**config.mk**
```make
export PLATFORM = sky130hd
export DESIGN_NAME = lcd_spi_receiver
export DESIGN_NICKNAME = d
export VERILOG_FILES = /design/src/rtl/lcd_spi_receiver.sv
export SDC_FILE = /design/constraint.sdc
export NUM_CORES = 1
export LEC_CHECK = 0
export CAP_MARGIN = 5
export CORE_MARGIN = 1.5
export CORE_UTILIZATION = 58
export DETAILED_ROUTE_END_ITERATION = 8
export GPL_TIMING_DRIVEN = 0
export PLACE_DENSITY = 0.8
export SYNTH_ARGS = -nofsm -noshare
export SYNTH_HDL_FRONTEND = slang
export SYNTH_SLANG_ARGS = --single-unit
```
**constraint.sdc**
```tcl
create_clock -name sys_clk_50MHz -period 5.35 [get_ports sys_clk_50MHz]
set_input_delay 1.605 -clock sys_clk_50MHz [delete_from_list [all_inputs] [get_ports sys_clk_50MHz]]
set_output_delay 1.605 -clock sys_clk_50MHz [all_outputs]
set_load 0.01 [all_outputs]
```
**src/rtl/lcd_spi_receiver.sv**
```systemverilog
`timescale 1ns/1ps
`default_nettype none
// ============================================================================
// Module   : lcd_spi_receiver
// Brief    : Display-side endpoint of a 4-wire LCD SPI link. Oversamples
//            sclk/mosi/cs/dc on the system clock, deserialises MSB-first
//            bytes tagged with dc, decodes the CASET/RASET/RAMWR/DISPON/
//            DISPOFF command subset and emits RGB565 pixels with x/y.
// Revision : 1.0 - initial release
// ============================================================================
module lcd_spi_receiver #(
    parameter int H_RES = 240,
    parameter int V_RES = 320
) (
    input  logic        sys_clk_50MHz,
    input  logic        sys_rst,
    input  logic        lcd_sclk,
    input  logic        lcd_mosi,
    input  logic        lcd_cs,
    input  logic        lcd_dc,
    output logic        byte_valid,
    output logic [7:0]  byte_data,
    output logic        byte_dc,
    output logic        cmd_valid,
    output logic        pixel_valid,
    output logic [15:0] pixel_data,
    output logic [8:0]  pixel_x,
    output logic [8:0]  pixel_y,
    output logic        frame_done,
    output logic        disp_on
);

    // Decoder states
    localparam logic [2:0] c_CMD_WAIT = 3'd0;
    localparam logic [2:0] c_CASET_P  = 3'd1;
    localparam logic [2:0] c_RASET_P  = 3'd2;
    localparam logic [2:0] c_RAMWR_D  = 3'd3;
    localparam logic [2:0] c_SKIP     = 3'd4;

    // Command opcodes
    localparam logic [7:0] c_OP_CASET   = 8'h2A;
    localparam logic [7:0] c_OP_RASET   = 8'h2B;
    localparam logic [7:0] c_OP_RAMWR   = 8'h2C;
    localparam logic [7:0] c_OP_DISPON  = 8'h29;
    localparam logic [7:0] c_OP_DISPOFF = 8'h28;

    // Last valid column / row, used as the window clamp limits
    localparam logic [8:0] c_X_LAST = 9'(H_RES - 1);
    localparam logic [8:0] c_Y_LAST = 9'(V_RES - 1);

    // ------------------------------------------------------------------
    // Input synchronisers
    // ------------------------------------------------------------------
    logic r_sclk_m, r_sclk_s, r_sclk_d;
    logic r_mosi_m, r_mosi_s;
    logic r_cs_m,   r_cs_s;
    logic r_dc_m,   r_dc_s;
    logic w_sclk_rise;

    // Two-flop synchronisers plus a delayed sclk copy for edge detection
    always_ff @(posedge sys_clk_50MHz) begin
        if (sys_rst) begin
            r_sclk_m <= 1'b0;
            r_sclk_s <= 1'b0;
            r_sclk_d <= 1'b0;
            r_mosi_m <= 1'b0;
            r_mosi_s <= 1'b0;
            r_cs_m   <= 1'b1;
            r_cs_s   <= 1'b1;
            r_dc_m   <= 1'b0;
            r_dc_s   <= 1'b0;
        end else begin
            r_sclk_m <= lcd_sclk;
            r_sclk_s <= r_sclk_m;
            r_sclk_d <= r_sclk_s;
            r_mosi_m <= lcd_mosi;
            r_mosi_s <= r_mosi_m;
            r_cs_m   <= lcd_cs;
            r_cs_s   <= r_cs_m;
            r_dc_m   <= lcd_dc;
            r_dc_s   <= r_dc_m;
        end
    end

    assign w_sclk_rise = r_sclk_s & ~r_sclk_d;

    // ------------------------------------------------------------------
    // Deserialiser
    // ------------------------------------------------------------------
    logic [2:0] r_bit_cnt;
    logic [6:0] r_shift;
    logic       r_byte_pend;

    // Shift in one bit per sclk rise; a deselect throws away a partial byte
    always_ff @(posedge sys_clk_50MHz) begin
        if (sys_rst) begin
            r_bit_cnt   <= 3'd0;
            r_shift     <= 7'd0;
            r_byte_pend <= 1'b0;
            byte_data   <= 8'd0;
            byte_dc     <= 1'b0;
        end else begin
            r_byte_pend <= 1'b0;
            if (r_cs_s) begin
                r_bit_cnt <= 3'd0;
                r_shift   <= 7'd0;
            end else if (w_sclk_rise) begin
                r_shift   <= {r_shift[5:0], r_mosi_s};
                r_bit_cnt <= r_bit_cnt + 3'd1;
                if (r_bit_cnt == 3'd7) begin
                    byte_data   <= {r_shift, r_mosi_s};
                    byte_dc     <= r_dc_s;
                    r_byte_pend <= 1'b1;
                end
            end
        end
    end

    // Byte strobes; byte_dc already holds the new byte's tag here
    always_ff @(posedge sys_clk_50MHz) begin
        if (sys_rst) begin
            byte_valid <= 1'b0;
            cmd_valid  <= 1'b0;
        end else begin
            byte_valid <= r_byte_pend;
            cmd_valid  <= r_byte_pend & ~byte_dc;
        end
    end

    // ------------------------------------------------------------------
    // Command decoder
    // ------------------------------------------------------------------
    logic [2:0] r_state;
    logic [2:0] w_state_nxt;
    logic       w_cmd_byte;
    logic       w_data_byte;
    logic [1:0] r_pidx;
    logic       r_sh_lsb;
    logic [7:0] r_sl;
    logic       r_eh_lsb;
    logic [8:0] r_xs, r_xe, r_ys, r_ye;
    logic [8:0] r_cx, r_cy;
    logic       r_phase;
    logic [7:0] r_hi;
    logic [8:0] w_start_raw, w_end_raw, w_limit, w_end_clamp, w_start_clamp;

    assign w_cmd_byte  = byte_valid & ~byte_dc;
    assign w_data_byte = byte_valid &  byte_dc;

    // Window commit: clamp the end to the panel, then the start to the end
    assign w_start_raw   = {r_sh_lsb, r_sl};
    assign w_end_raw     = {r_eh_lsb, byte_data};
    assign w_limit       = (r_state == c_RASET_P) ? c_Y_LAST : c_X_LAST;
    assign w_end_clamp   = (w_end_raw > w_limit) ? w_limit : w_end_raw;
    assign w_start_clamp = (w_start_raw > w_end_clamp) ? w_end_clamp : w_start_raw;

    // Decoder state register
    always_ff @(posedge sys_clk_50MHz) begin
        if (sys_rst) begin
            r_state <= c_CMD_WAIT;
        end else begin
            r_state <= w_state_nxt;
        end
    end

    // Next state: commands dispatch from any state, parameters end on byte 4
    always_comb begin
        w_state_nxt = r_state;
        if (w_cmd_byte) begin
            case (byte_data)
                c_OP_CASET:   w_state_nxt = c_CASET_P;
                c_OP_RASET:   w_state_nxt = c_RASET_P;
                c_OP_RAMWR:   w_state_nxt = c_RAMWR_D;
                c_OP_DISPON:  w_state_nxt = c_CMD_WAIT;
                c_OP_DISPOFF: w_state_nxt = c_CMD_WAIT;
                default:      w_state_nxt = c_SKIP;
            endcase
        end else if (w_data_byte) begin
            case (r_state)
                c_CASET_P, c_RASET_P: begin
                    if (r_pidx == 2'd3) begin
                        w_state_nxt = c_CMD_WAIT;
                    end
                end
                default: w_state_nxt = r_state;
            endcase
        end
    end

    // Parameter capture, window commit, display status and pixel cursor
    always_ff @(posedge sys_clk_50MHz) begin
        if (sys_rst) begin
            r_pidx      <= 2'd0;
            r_sh_lsb    <= 1'b0;
            r_sl        <= 8'd0;
            r_eh_lsb    <= 1'b0;
            r_xs        <= 9'd0;
            r_xe        <= c_X_LAST;
            r_ys        <= 9'd0;
            r_ye        <= c_Y_LAST;
            r_cx        <= 9'd0;
            r_cy        <= 9'd0;
            r_phase     <= 1'b0;
            r_hi        <= 8'd0;
            disp_on     <= 1'b0;
            pixel_valid <= 1'b0;
            frame_done  <= 1'b0;
            pixel_data  <= 16'd0;
            pixel_x     <= 9'd0;
            pixel_y     <= 9'd0;
        end else begin
            pixel_valid <= 1'b0;
            frame_done  <= 1'b0;
            if (w_cmd_byte) begin
                // Any command drops shadow parameters and a pending odd byte
                r_pidx  <= 2'd0;
                r_phase <= 1'b0;
                case (byte_data)
                    c_OP_RAMWR: begin
                        r_cx <= r_xs;
                        r_cy <= r_ys;
                    end
                    c_OP_DISPON:  disp_on <= 1'b1;
                    c_OP_DISPOFF: disp_on <= 1'b0;
                    default: ;
                endcase
            end else if (w_data_byte) begin
                case (r_state)
                    c_CASET_P, c_RASET_P: begin
                        r_pidx <= r_pidx + 2'd1;
                        case (r_pidx)
                            2'd0: r_sh_lsb <= byte_data[0];
                            2'd1: r_sl     <= byte_data;
                            2'd2: r_eh_lsb <= byte_data[0];
                            default: begin
                                if (r_state == c_CASET_P) begin
                                    r_xs <= w_start_clamp;
                                    r_xe <= w_end_clamp;
                                end else begin
                                    r_ys <= w_start_clamp;
                                    r_ye <= w_end_clamp;
                                end
                            end
                        endcase
                    end
                    c_RAMWR_D: begin
                        if (!r_phase) begin
                            r_hi    <= byte_data;
                            r_phase <= 1'b1;
                        end else begin
                            r_phase     <= 1'b0;
                            pixel_valid <= 1'b1;
                            pixel_data  <= {r_hi, byte_data};
                            pixel_x     <= r_cx;
                            pixel_y     <= r_cy;
                            if (r_cx == r_xe) begin
                                r_cx <= r_xs;
                                if (r_cy == r_ye) begin
                                    frame_done <= 1'b1;
                                    r_cy       <= r_ys;
                                end else begin
                                    r_cy <= r_cy + 9'd1;
                                end
                            end else begin
                                r_cx <= r_cx + 9'd1;
                            end
                        end
                    end
                    default: ;
                endcase
            end
        end
    end

endmodule
`default_nettype wire

```
==> results of run 1 <==
-- final cells by class --
cell class	instances	area [µm²]
sequential	146	2920
inverter	15	56.3
timing repair buffer	52	520
clock inverter	7	123
multi-input combinational	558	3290
tap	140	175
fill	830	3100
clock buffer	25	474
buffer	53	231
-- metrics by stage --
step / std cells / power [mW] / utilization, %
after global placement: 964 / 1.15 / 66.1
after CTS: 996 / 2.33 / 71.5
after detailed placement: 964 / 1.15 / 66.1
after global routing: 996 / 2.38 / 71.5
final: 996 / 2.33 / 71.5
after floorplan: 772 / 1.13 / -
-- cells in the final DEF (no fill, tap or decap), types with 5 or more instances in the layout --
master             n
a211o_1            6
dfxtp_1          146
o21ai_0           11
nor3_1             9
nand4_1            6
a21oi_1           84
clkbuf_1          40
o211ai_1          14
and3_1             6
inv_1             14
nor4_1             8
a31oi_1            5
buf_2              8
buf_1              6
nor2_1            47
o21ai_1            9
mux2i_1           15
a211oi_1          11
ha_1              21
nand3b_1           6
clkdlybuf4s50_1   52
and4_1             5
nand3_1           21
nor2b_1           14
nand2_1          167
xnor2_1           24
clkbuf_16         16
-- Yosys cell counts (all sizes together) (7+ instances only) --
cell type	n	area share (%)
a211oi	15	2.0
a21oi	85	6.6
buf	18	1.5
clkbuf	35	2.0
dfxtp	146	45
ha	21	4.0
inv	15	0.87
mux2i	15	2.3
nand2	168	9.7
nand3	21	1.6
nand4	8	0.96
nor2	48	2.8
nor2b	14	1.3
nor3	10	0.85
nor4	8	0.77
o211ai	14	1.6
o21ai	21	1.7
or2	7	0.67
xnor2	24	3.2
-- critical path: cells and delay by family (launching register included) --
kind	cells	cell delay, ns
DFF	1	0.40
AOI/OAI and AO/OA	6	1.50
adders and majority gates	2	0.70
buffers and inverters	3	0.41
muxes	1	0.53
and+or+nand+nor	5	0.87
-- power breakdown --
part,internal (mW),leakage (nW),switching [mW]
clock network,0.751,0.283,0.451
registers,1.09,1.18,0.00118
logic,0.00799,1.28,0.0278
total,1.85,2.75,0.480
-- how the worst max path moves through the flow --
stage                                        from                    to  slack (ns)
after floorplan           r_state[0]$_SDFFE_PP0P_  r_xs[5]$_SDFFE_PP0P_        1.62
after global placement    r_state[2]$_SDFFE_PP0P_  r_xs[7]$_SDFFE_PP0P_        0.96
after detailed placement  r_state[0]$_SDFFE_PP0P_  r_xs[7]$_SDFFE_PP0P_        0.87
after CTS                 r_state[0]$_SDFFE_PP0P_  r_xs[7]$_SDFFE_PP0P_        0.88
after global routing      r_state[0]$_SDFFE_PP0P_  r_xs[7]$_SDFFE_PP0P_        0.56
final                     r_state[2]$_SDFFE_PP0P_  r_xs[6]$_SDFFE_PP0P_        0.79
-- layer usage --
| metal | routed length (µm) | vias up |
|---|---|---|
| met3 | 1240 | 60 |
| met2 | 8830 | 237 |
| met4 | 782 | 0 |
| met1 | 7220 | 2775 |
| li1 | - | 2813 |
| met5 | 0 | - |
-- cell families (layout without fill, tap and decap cells) --
logic type,count (synthesis),after routing,synth area share [%]
AO/OA/AOI/OAI,171,171,16.9
AND/OR/NAND/NOR,317,317,22.5
adder cells (fa/ha/maj),21,21,4.04
buffers and inverters,68,152,4.43
flip-flops,146,146,45.0
multiplexers,21,21,3.35
XOR/XNOR,28,28,3.77
-- registers in the layout (all words and copies together), names as in the netlist, 9 cells and up --
| signal | flops |
|---|---|
| r_xs | 9 |
| pixel_x | 9 |
| r_cy | 9 |
| pixel_data | 16 |
| r_ys | 9 |
| pixel_y | 9 |
| r_xe | 9 |
| r_cx | 9 |
| r_ye | 9 |
==> impl_metrics.csv, run 1 <==
group,metric,value,unit
yosys,ys_async_sr_fraction,0,%
global_route,use_met3,6.22,%
clock_network,tritoncts,"built",
worst_setup_path,crit_path_cell_trace,"nor2_1, nand2_1, inv_1, ha_1, nand4_2, or2_1, a2bb2oi_2, mux2i_1, ha_1, a21oi_1, o221ai_2, a221oi_4, or2_1, buf_6, buf_6, o21a_1, a211oi_2",
cells_and_area,drive_above_1_share,7.01,%
yosys,syn_inst,772,
sta,setup_viol,0,
yosys,ys_seq_elements,146,
sta,fin_tns_setup,0,ns
pwr,peakVddDrop,0.225,mV
detailed_routing,ant_nets,0,
placement,dp_hpwl,13.0,mm
sta,rsz0062_at_grt,"no",
sta,worst_slack,0.786,ns
min_path,holdPathEnd,"r_cs_s$_SDFF_PP1_",
pwr,p_per_area,299,mW/mm²
worst_setup_path,max_stage_delay,0.53,ns
yosys,synth_nets,799,
floorplan,start_util,59.7,%
clock_network,clock_path_buffers,2,
worst_setup_path,crit_slowest_cell,"mux2i_1",
sta,slew_headroom,30.0,%
detailed_routing,drc_errors,0,
floorplan,ios,54,
sta,hold_viol,0,
min_path,holdCritStartpoint,"r_cs_m$_SDFF_PP1_",
worst_setup_path,r2r-start,"r_state[2]$_SDFFE_PP0P_",
worst_setup_path,reg2reg_slack,0.79,ns
yosys,synth_area_per_cell,8.41,µm²
cells_and_area,final_cell_area,0.00779,mm²
global_route,grt_start_max_net_pins,17,
global_route,grt_pass1_vias,5669,
min_path,hold_depth,1,
worst_setup_path,cp_max_fo,10,
worst_setup_path,r2r-end,"r_xs[6]$_SDFFE_PP0P_",
detailed_routing,via_count,5885,
detailed_routing,totalWireLength,18.1,mm
floorplan,fp.dieW,109,µm
sta,worst_slew_pin_slew,1.05,ns
min_path,hp-class,"reg2reg",
yosys,syn_area,0.00650,mm²
floorplan,die-area,0.0118,mm²
clock_network,clk_latency,0.54,ns
clock_network,clock_sinks,146,
yosys,synth-edff-count,0,
sta,slew_viol_final,0,
worst_setup_path,cp-start-kind,"flip-flop",
detailed_routing,drt-pass1-iter-count,5,
global_route,gr-max-usage-layer,"met2",
placement,place_area,0.00719,mm²
floorplan,core,0.0109,mm²
global_route,grt_usage,32.1,%
clock_network,cts_made_buffers,17,
cells_and_area,areaGrowthSynthToFinish,19.9,%
yosys,synth_warnings,0,
floorplan,rows,38,
global_route,antenna_found_initial,0,
worst_setup_path,crit_path_end_kind,"flip-flop",
sta,period_share,85.3,%
placement,io_buffers,52,
worst_setup_path,arrival,4.96,ns
clock_network,hold_buffers,0,
placement,pre_cts_slack,0.867,ns
clock_network,post-cts-setup-buffers,0,
clock_network,clk_pin_slew,0.06,ns
sta,timing.hold.ws,0.416,ns
sta,max_clock_freq,219,MHz
global_route,grt_pass1_wl,28.7,mm
yosys,synth_cell_types,65,
detailed_routing,dr.first_iter.drc_count,485,
cells_and_area,antenna_cells,0,
sta,min_period,4.56,ns
global_route,gr-total-overflow,0,
sta,fin_skew,0.0103,ns
worst_setup_path,worst_ep_required_time,5.75,ns
clock_network,ctsRootBufferMaster,"clkbuf_8",
cells_and_area,final_nets,870,
clock_network,h-tree-depth,4,
clock_network,cts-resized-gates,0,
detailed_routing,post_drt_wl_per_cell,18.1,µm
global_route,gr-usage-met1,38.4,%
global_route,grt_use_met2,54.1,%
run_status,status,"finished clean",
pwr,leakage,2.75,nW
yosys,synth.yosys.seq_area_share,45.0,%
worst_setup_path,path_class,"reg2reg",
detailed_routing,via_per_inst,5.91,
placement,gp_congestion,0.919,
floorplan,die_y,109,µm
job,maxCapViolCount,0,
yosys,ys.flop_type,"dfxtp_1",
worst_setup_path,reg2reg_depth,17,
Power figures use the tool's default switching activity.
==> inputs of run 2 (changes only) <==
--- a/config.mk
+++ b/config.mk
@@ -5,12 +5,14 @@
 export SDC_FILE = /design/constraint.sdc
 export NUM_CORES = 1
 export LEC_CHECK = 0
+export ABC_AREA = 1
 export CAP_MARGIN = 5
 export CORE_MARGIN = 1.5
 export CORE_UTILIZATION = 58
 export DETAILED_ROUTE_END_ITERATION = 8
 export GPL_TIMING_DRIVEN = 0
 export PLACE_DENSITY = 0.8
+export SLEW_MARGIN = 15
 export SYNTH_ARGS = -nofsm -noshare
 export SYNTH_HDL_FRONTEND = slang
 export SYNTH_SLANG_ARGS = --single-unit
==> constraint.sdc (replaced) <==
create_clock -name sys_clk_50MHz -period 5.35 [get_ports sys_clk_50MHz]
set_input_delay 1.605 -clock sys_clk_50MHz [delete_from_list [all_inputs] [get_ports sys_clk_50MHz]]
set_output_delay 1.605 -clock sys_clk_50MHz [all_outputs]
set_load 0.05 [all_outputs]
==> impl_metrics.csv, run 2 <==
group,metric,value,unit
run_status,status,"finished clean",
sta,setup_viol,0,
sta,worst_slew_pin_slew,0.682,ns
cells_and_area,final_util,70.5,%
floorplan,die_y,111,µm
detailed_routing,drc_errors,0,
global_route,antenna_found_initial,0,
detailed_routing,dr.first_iter.drc_count,482,
global_route,grt_usage,28.3,%
yosys,synth_area_per_cell,7.16,µm²
worst_setup_path,arrival,1.89,ns
yosys,synth_nets,970,
clock_network,hold_buffers,0,
detailed_routing,via_per_inst,5.30,
worst_setup_path,worst_ep_required_time,3.74,ns
pwr,peakVddDrop,0.245,mV
detailed_routing,via_count,6203,
clock_network,cts-resized-gates,0,
clock_network,clock_path_buffers,2,
worst_setup_path,max_stage_delay,0.88,ns
yosys,synth_top_cells_by_count,"nand2_1 (216), dfxtp_1 (146), inv_1 (145), nor2_1 (84), a21oi_1 (75)",
cells_and_area,final_cell_mix,"nand2_1 (216), dfxtp_1 (146), inv_1 (145), nor2_1 (84), a21oi_1 (75)",
yosys,syn_area,0.00676,mm²
floorplan,rows,39,
cells_and_area,drive_above_1_share,8.18,%
clock_network,clock_sinks,146,
worst_setup_path,r2r-end,"r_xs[2]$_SDFFE_PP0P_",
job,maxCapViolCount,0,
worst_setup_path,path_delay_family,"buffers and inverters",
sta,min_period,3.49,ns
min_path,hp-class,"reg2reg",
worst_setup_path,crit_slowest_cell,"clkdlybuf4s50_1",
placement,io_buffers,52,
yosys,synth_fa_ha_area_share,3.89,%
worst_setup_path,crit_path_cell_trace,"clkdlybuf4s50_1",
detailed_routing,post_drt_wl_per_cell,14.4,µm
clock_network,h-tree-depth,4,
worst_setup_path,path_depth,1,
cells_and_area,antenna_cells,0,
yosys,yosys.area.top_type,"dfxtp_1",
floorplan,core,0.0114,mm²
yosys,synth_warnings,0,
floorplan,die-area,0.0123,mm²
yosys,muxShareOfSynthArea,0,%
cells_and_area,areaGrowthSynthToFinish,18.6,%
sta,max_clock_freq,286,MHz
clock_network,clk_latency,0.43,ns
yosys,ys_async_sr_fraction,0,%
worst_setup_path,reg2reg_slack,1.88,ns
detailed_routing,drt-pass1-iter-count,5,
worst_setup_path,endpoint,"byte_data[7]",
yosys,yosysMostFrequentCell,"nand2_1",
placement,gp_congestion,0.939,
clock_network,cts_made_buffers,17,
placement,place_area,0.00745,mm²
worst_setup_path,timing.critical_path.from,"byte_data[7]$_SDFFE_PP0P_",
sta,fin_skew,0.00867,ns
clock_network,clk_pin_slew,0.06,ns
worst_setup_path,cp_max_fo,6,
yosys,yosys.area_share.simple,24.9,%
clock_network,ctsRootBufferMaster,"clkbuf_16",
floorplan,ios,54,
yosys,synth_cell_types,35,
clock_network,tritoncts,"built",
worst_setup_path,reg2reg_depth,21,
sta,rsz0062_at_grt,"no",
yosys,synth-edff-count,0,
cells_and_area,final_nets,1041,
detailed_routing,ant_nets,0,
sta,period_share,65.3,%
worst_setup_path,cp_num_buf_inv,1,
sta,fin_tns_setup,0,ns
sta,slew_viol_final,0,
worst_setup_path,cp-start-kind,"flip-flop",
yosys,synth_xor_area_share,2.46,%
yosys,syn_inst,943,
cells_and_area,final_cell_area,0.00801,mm²
cells_and_area,largest_reg_flops,16,
sta,hold_viol,0,
worst_setup_path,r2r-start,"r_state[2]$_SDFFE_PP0P_",
cells_and_area,largest-register,"pixel_data",
global_route,grt_pass1_wl,27.6,mm
worst_setup_path,crit_path_end_kind,"primary output",
worst_setup_path,path_class,"reg2out",
yosys,yosys.area.top_type_share,43.3,%
global_route,gr-total-overflow,0,
pwr,leakage,3.71,nW
clock_network,post-cts-setup-buffers,0,
detailed_routing,totalWireLength,16.9,mm
cells_and_area,layout_commonest_cell,"nand2_1",
yosys,synth_top_family_by_area,"simple AND/OR/NAND/NOR gates",
yosys,ys.flop_type,"dfxtp_1",
yosys,synthTopCellsByArea,"dfxtp_1 (43%), nand2_1 (12%), inv_1 (8.1%), a21oi_1 (5.6%), nor2_1 (4.7%)",
pwr,p_per_area,282,mW/mm²
yosys,synth.yosys.seq_area_share,43.3,%
yosys,ys_seq_elements,146,
global_route,grt_start_max_net_pins,17,
floorplan,start_util,59.4,%
floorplan,fp.dieW,111,µm
sta,slew_headroom,54.5,%
global_route,grt_pass1_vias,5620,
placement,dp_hpwl,12.5,mm
yosys,synth_compound_area_share,13.9,%
==> run 2: cell count changes in the layout (fill, tap and decap cells not counted), moves of 10 or more <==
cell      before  now
inv_1         14  145
nand2_1      167  216
nand3_1       21   60
nor2_1        47   84
o21ai_0       11   41
clkbuf_1      40   18
o211ai_1      14   34
mux2i_1       15    0
nor2b_1       14    0
a211oi_1      11    1
nand2_2        1   11
==> run 2: tightest hold or removal path, delay by kind of cell (launching register included) <==
family	cells	cell delay, ns
AND/OR/NAND/NOR	1	0.03
buffers and inverters	1	0.04
flip-flops	1	0.30
==> run 2: final cells by class <==
| cell class | count | area [µm²] |
|---|---|---|
| inverter | 156 | 588 |
| tap | 143 | 179 |
| clock buffer | 19 | 433 |
| clock inverter | 13 | 126 |
| sequential | 146 | 2920 |
| buffer | 37 | 193 |
| fill | 968 | 3360 |
| timing repair buffer | 52 | 520 |
| multi-input combinational | 604 | 3050 |
==> run 2: metrics by stage <==
step | power [mW] | setup WS [ns] | hold WS, ns | instances
after floorplan | 1.14 | 2.41 | 0.388 | 943
after global placement | 1.15 | 2.00 | 0.389 | 1138
after detailed placement | 1.15 | 1.97 | 0.396 | 1138
after CTS | 2.27 | 1.88 | 0.404 | 1170
after global routing | 2.32 | 1.49 | 0.431 | 1170
final | 2.26 | 1.86 | 0.404 | 1170
==> run 2: layer usage <==
layer / share of wire, % / vias to the layer above / track usage [%]
met2: 46 / 224 / 45.8
met4: 3.9 / 0 / 13.2
met3: 6.0 / 49 / 5.74
met5: 0 / - / 0
met1: 44 / 2797 / 36.3
li1: - / 3133 / -
==> run 2: cells by family (layout without fill, tap and decap cells) <==
| logic type | Yosys count | count (layout) |
|---|---|---|
| adders and majority gates | 21 | 21 |
| buffers and inverters | 193 | 277 |
| AOI/OAI and AO/OA | 168 | 168 |
| DFF | 146 | 146 |
| and+or+nand+nor | 396 | 396 |
| xor gates and xnor gates | 19 | 19 |
==> run 2: power breakdown <==
part | total (mW) | switching, mW | internal, mW
Clock | 1.13 | 0.484 | 0.645
Combinational | 0.0367 | 0.0274 | 0.00930
Sequential | 1.09 | 0.000974 | 1.09
==> run 2: worst min-delay path by stage <==
stage                                    from             endpoint  slack, ns  depth (start not counted)
after floorplan             r_dc_m$_SDFF_PP0_    r_dc_s$_SDFF_PP0_       0.39                          2
after global placement    r_sclk_m$_SDFF_PP0_  r_sclk_s$_SDFF_PP0_       0.39                          2
after detailed placement  r_sclk_m$_SDFF_PP0_  r_sclk_s$_SDFF_PP0_       0.40                          2
after CTS                 r_sclk_m$_SDFF_PP0_  r_sclk_s$_SDFF_PP0_       0.40                          2
after global routing      r_sclk_m$_SDFF_PP0_  r_sclk_s$_SDFF_PP0_       0.43                          2
final                     r_sclk_m$_SDFF_PP0_  r_sclk_s$_SDFF_PP0_       0.40                          2
